===== src/rtl/pipe_ctrl_pkg.sv =====
// Shared constants, FSM encoding and stall-priority helper for the pipeline controller.
package pipe_ctrl_pkg;

  localparam logic        Stop     = 1'b1;
  localparam logic        NoStop   = 1'b0;
  localparam logic        Flush    = 1'b1;
  localparam logic        NoFlush  = 1'b0;
  localparam logic [31:0] ZeroWord = 32'h0000_0000;

  localparam logic [5:0] STALL_MEM  = 6'b011111;
  localparam logic [5:0] STALL_EX   = 6'b001111;
  localparam logic [5:0] STALL_ID   = 6'b000111;
  localparam logic [5:0] STALL_IF   = 6'b000011;
  localparam logic [5:0] STALL_NONE = 6'b000000;

  localparam logic [31:0] EXC_ERET = 32'h0000_000e;

  typedef enum logic {
    StRun      = 1'b0,
    StBlackout = 1'b1
  } bo_state_e;

  // Deepest requesting stage wins: it freezes itself and everything upstream.
  function automatic logic [5:0] stall_mask(input logic req_if, input logic req_id,
                                            input logic req_ex, input logic req_mem);
    if (req_mem)     return STALL_MEM;
    else if (req_ex) return STALL_EX;
    else if (req_id) return STALL_ID;
    else if (req_if) return STALL_IF;
    else             return STALL_NONE;
  endfunction

endpackage


===== src/rtl/pipe_ctrl_sat_counter.sv =====
// Saturating up-counter with synchronous clear; clear has priority over increment.
module sat_counter #(
  parameter int unsigned      Width = 8,
  parameter logic [Width-1:0] Max   = '1
) (
  input  logic             clk,
  input  logic             rst,
  input  logic             inc,
  input  logic             clr,
  output logic [Width-1:0] count
);

  logic [Width-1:0] count_d, count_q;

  always_comb begin
    count_d = count_q;
    if (clr) begin
      count_d = '0;
    end else if (inc && (count_q != Max)) begin
      count_d = count_q + Width'(1);
    end
  end

  always_ff @(posedge clk or negedge rst) begin
    if (!rst) begin
      count_q <= '0;
    end else begin
      count_q <= count_d;
    end
  end

  assign count = count_q;

endmodule


===== src/rtl/pipe_ctrl.sv =====
// Pipeline stall/flush controller with post-flush blackout, stall watchdog and stall-cycle counter.
module pipe_ctrl
  import pipe_ctrl_pkg::*;
#(
  parameter logic [31:0] EXC_VECTOR      = 32'h0000_0020,
  parameter int unsigned BLACKOUT_CYCLES = 3,
  parameter int unsigned WDOG_LIMIT      = 1024
) (
  input  logic        clk,
  input  logic        rst,
  input  logic        stallreq_if,
  input  logic        stallreq_id,
  input  logic        stallreq_ex,
  input  logic        stallreq_mem,
  input  logic [31:0] excepttype_i,
  input  logic [31:0] cp0_epc_i,
  output logic [5:0]  stall,
  output logic        flush,
  output logic [31:0] new_pc,
  output logic        in_blackout,
  output logic        wdog_timeout,
  output logic        exc_dropped,
  output logic [31:0] stall_cycles
);

  localparam logic [3:0]  BoLoad  = 4'(BLACKOUT_CYCLES - 1);
  localparam logic [15:0] WdogMax = 16'(WDOG_LIMIT - 1);

  bo_state_e   state_d, state_q;
  logic [3:0]  bo_cnt_d, bo_cnt_q;
  logic        dropped_d, dropped_q;
  logic        wdog_d, wdog_q;
  logic [15:0] wdog_count;
  logic        exc_pending;
  logic        exc_accept;

  assign exc_pending = (excepttype_i != ZeroWord);
  // Gated by rst so nothing leaks onto the latch controls while held in reset.
  assign exc_accept  = rst && exc_pending && (state_q == StRun);

  always_comb begin
    stall  = STALL_NONE;
    flush  = NoFlush;
    new_pc = ZeroWord;
    if (!rst) begin
      stall = STALL_NONE;
    end else if (exc_accept) begin
      flush  = Flush;
      new_pc = (excepttype_i == EXC_ERET) ? cp0_epc_i : EXC_VECTOR;
    end else begin
      stall = stall_mask(stallreq_if, stallreq_id, stallreq_ex, stallreq_mem);
    end
  end

  always_comb begin
    state_d   = state_q;
    bo_cnt_d  = bo_cnt_q;
    dropped_d = dropped_q;
    unique case (state_q)
      StRun: begin
        if (exc_accept) begin
          state_d  = StBlackout;
          bo_cnt_d = BoLoad;
        end
      end
      StBlackout: begin
        if (exc_pending) dropped_d = 1'b1;
        if (bo_cnt_q == 4'd0) begin
          state_d = StRun;
        end else begin
          bo_cnt_d = bo_cnt_q - 4'd1;
        end
      end
      default: state_d = StRun;
    endcase
  end

  // Counter sits at WdogMax only after WDOG_LIMIT-1 stalled cycles; one more trips the flag.
  assign wdog_d = wdog_q | (stall[0] && (wdog_count == WdogMax));

  always_ff @(posedge clk or negedge rst) begin
    if (!rst) begin
      state_q   <= StRun;
      bo_cnt_q  <= 4'd0;
      dropped_q <= 1'b0;
      wdog_q    <= 1'b0;
    end else begin
      state_q   <= state_d;
      bo_cnt_q  <= bo_cnt_d;
      dropped_q <= dropped_d;
      wdog_q    <= wdog_d;
    end
  end

  sat_counter #(
    .Width(16),
    .Max  (WdogMax)
  ) u_wdog_cnt (
    .clk  (clk),
    .rst  (rst),
    .inc  (stall[0]),
    .clr  (!stall[0]),
    .count(wdog_count)
  );

  sat_counter #(
    .Width(32),
    .Max  (32'hFFFF_FFFF)
  ) u_stall_cnt (
    .clk  (clk),
    .rst  (rst),
    .inc  (stall[0]),
    .clr  (1'b0),
    .count(stall_cycles)
  );

  assign in_blackout  = (state_q == StBlackout);
  assign wdog_timeout = wdog_q;
  assign exc_dropped  = dropped_q;

endmodule


===== config.mk =====
export PLATFORM = sky130hd
export DESIGN_NAME = pipe_ctrl
export DESIGN_NICKNAME = d
export VERILOG_FILES = /design/src/rtl/pipe_ctrl_pkg.sv /design/src/rtl/pipe_ctrl_sat_counter.sv /design/src/rtl/pipe_ctrl.sv
export SDC_FILE = /design/constraint.sdc
export NUM_CORES = 1
export LEC_CHECK = 0
export BUFFER_PORTS_ARGS = -buffer_cell sky130_fd_sc_hd__buf_2
export CAP_MARGIN = 10
export CORE_UTILIZATION = 40
export CTS_CLUSTER_SIZE = 14
export DETAILED_ROUTE_END_ITERATION = 12
export HOLD_SLACK_MARGIN = 0.02
export PLACE_DENSITY = 0.85
export SETUP_SLACK_MARGIN = 0.15
export SYNTH_ARGS = -nofsm -noshare
export SYNTH_HDL_FRONTEND = slang
export SYNTH_SLANG_ARGS = --single-unit

===== constraint.sdc =====
create_clock -name clk -period 2 [get_ports clk]
set_input_delay 0.3 -clock clk [delete_from_list [all_inputs] [get_ports clk]]
set_output_delay 0.3 -clock clk [all_outputs]
set_load 0.03 [all_outputs]

==> flow_summary.ini <==
[timing]
slew_headroom = 0.536
period_share = 1.19
tightest_slew_ns = 0.696
setup_tns_ns = -17.10
fin_crit_ns = 2.37
final_hold_viol_count = 0
skew_ns = 0.0113
drv_slew = 0
setup_viol = 75
layout_setup_ws_ns = -0.371
max_freq_mhz = 422
rsz0062_at_grt = true

[floorplanning]
start_util = 0.413
placementRows = 31
die_area_um2 = 7850
die_x_um = 88.6
ioPinCount = 144
coreArea_um2 = 7250
die_y_um = 88.6

[layout]
final_cells = 630
nFillCells = 390
drive_above_1_share = 0.642
area_growth_pct = 88.2
antenna_cells = 0
layout.area.seq_um2 = 1380
multiInputGateArea_um2 = 2140
nNetsFinal = 603

[synthesis]
synthMostInstantiatedCell = dfrtp_1
synth_seq_cells = 55
synth-adder-area-share = 0.0125
synth-compound-area-share = 0.0388
synth_warnings = 0
synth_edf_count = 0
synthesis.nets = 390
ys.flop_type = dfrtp_1
ys_seq_area_frac = 0.459
yosysUniqueCellTypes = 41
syn-cell-area_um2 = 3000
muxShareOfSynthArea = 0.0146
synth_area_leaders = dfrtp_1 (46%), xnor2_1 (7.3%), and2_1 (6.5%), nand3_1 (4.2%), xor2_1 (4.1%)
synthSimpleGateAreaFrac = 0.320
synthTopCellsByCount = dfrtp_1 (55), and2_1 (31), nor2_1 (31)
yosysTopAreaCellShare = 0.459
synth_top_family_by_area = simple AND/OR/NAND/NOR gates
syn_area_per_cell_um2 = 9.46
ys_async_sr_fraction = 1.00
synthCells = 317
synth_top_cell_by_area = dfrtp_1
synth_xor_area_frac = 0.114

[clock_network]
numCtsBuffers = 5
worstSkewPairLatency_ns = 0.32
clockBufferDepth = 2
htree_levels = 2
root_buffer = clkbuf_8
cts_tree = built
path_clk_slew_ns = 0.10
clkSinkCount = 55

[worst_setup_path]
setup.worst_path.start_class = primary input
reg2reg_slack_ns = -0.25
r2r_end = u_stall_cnt.count[9]$_DFFE_PN0P_
worstSetupEndpointType = primary output
crit_type = in2out
r2r-start = u_stall_cnt.count[25]$_DFFE_PN0P_
r2r_cells = 10
worstPathRequired_ns = 1.70
slowest_delay_ns = 0.29
cp.arrival_ns = 2.07
cpMaxStageDelayCell = nor4_4
critical_path_peak_fanout = 8
crit_top_cell = buf_6
crit_chain = buf_6 -> nor4_4 -> nand4_1 -> nor2_2 -> nand4_1 -> nor2_4 -> buf_6 -> clkbuf_16 -> and2_4 -> buf_6

[grt]
overflow = 0
grt_pass1_vias = 3371
grt_pass1_wl_mm = 17.2
grt_max_degree = 56
antenna_found_initial = 0
grt.total_usage = 0.293

[min_path]
hp-class = in2async

[routing]
dr.pass1.iters = 5
detail_route.wl_per_cell_um = 21.2
vias_per_cell = 5.67
wirelength_mm = 13.4
postRouteAntennaNets = 0
drt_first_iter_violations = 260
drc = 0
vias = 3571

[place]
preCtsSetupSlack_ns = -0.230
port-buffer-count = 142
hpwlAfterDp_mm = 7.10
gp_congestion = 0.921
placed_cells = 594

[power]
vdd_ir_drop_max_uv = 574
total_power_w = 0.00381
p_leak_nw = 2.71
power_density_nw_per_um2 = 676

[status]
violations = negative setup slack
status = complete, but fails checks

[run]
maxCapViolCount = 0
## critical path, delay by kind of cell
kind | cells | cell delay, ns
buf+inv | 4 | 0.51
simple gates | 6 | 1.25
## repair_timing
| action | 4_1_cts | 5_1_grt |
|---|---|---|
| gates cloned | 5 | 2 |
| buffers inserted | 11 | 10 |
| gates resized for setup | 123 | 72 |
| setup endpoints to repair | 65 | 87 |
| hold buffers | 0 | 0 |
| pin swaps | 44 | 70 |
## how the worst max path moves through the flow
stage                                            startpoint                                 to  depth (start not counted)
after global placement                     excepttype_i[21]  u_stall_cnt.count[25]$_DFFE_PN0P_                          7
after floorplan            u_stall_cnt.count[0]$_DFFE_PN0P_  u_stall_cnt.count[29]$_DFFE_PN0P_                          9
final                                      excepttype_i[11]                          new_pc[1]                         10
after detailed placement                   excepttype_i[25]  u_stall_cnt.count[27]$_DFFE_PN0P_                          7
after global routing      u_stall_cnt.count[25]$_DFFE_PN0P_   u_stall_cnt.count[9]$_DFFE_PN0P_                         10
after CTS                                  excepttype_i[16]                          new_pc[0]                         10
## layout by cell type, fill, tap and decap left out, types with 7 or more instances in the layout
cell type / instances
buf_2: 93
buf_6: 59
buf_4: 52
dfrtp_1: 50
and2_4: 31
nand2_1: 19
nor2_4: 19
nand4_1: 18
xnor2_1: 17
nand3_1: 15
xor2_1: 12
nor2_1: 11
nor4_4: 9
inv_1: 8
xnor2_2: 8
and3_1: 7
## through the flow
stage | hold slack [ns] | utilization | instance area [um^2]
2_1_floorplan | 0.00441 | - | 3290
3_3_place_gp | 0.442 | 0.606 | 4390
3_5_place_dp | 0.446 | 0.606 | 4390
4_1_cts | 0.288 | 0.713 | 5170
5_1_grt | 0.322 | 0.778 | 5650
6_report | 0.275 | 0.778 | 5650
## area by class of cell
class                   instances  area share
inverters                      10     0.00709
repair buffers                220       0.332
well taps                      99      0.0219
flip-flops and latches         55       0.245
clock inverters                 1    0.000887
multi-input cells             238       0.380
clock buffers                   7      0.0135
## layer usage
| layer | wire (um) | share of wire | track usage | vias up |
|---|---|---|---|---|
| met5 | 0 | 0 | 0 | - |
| met4 | 406 | 0.030 | 0.101 | 0 |
| met3 | 1220 | 0.092 | 0.0793 | 46 |
| met2 | 6640 | 0.50 | 0.489 | 216 |
| met1 | 5090 | 0.38 | 0.369 | 1783 |
| li1 | - | - | - | 1526 |
## flip-flops by register name (all words and copies together), names as in the netlist
signal and flops:
wdog_timeout 1, in_blackout 1, exc_dropped 1, u_stall_cnt.count 32, bo_cnt_q 4, u_wdog_cnt.count 16
## cell families (layout without fill, tap and decap cells)
family,count (synthesis),count (layout)
compound gates,19,19
buf+inv,24,238
mux,4,4
flops,55,55
simple gates,172,172
xor+xnor,39,39
fa+ha+maj,3,3
other cells,1,1
## power breakdown
part	leakage [nW]	total (W)	switching (W)	internal, W
clock	0.0422	0.000622	0.000375	0.000247
sequential	0.727	0.00136	0.000122	0.00124
combinational	1.94	0.00183	0.000947	0.000885
total	2.71	0.00381	0.00144	0.00237
No activity file was read; power rests on OpenSTA's default activity.
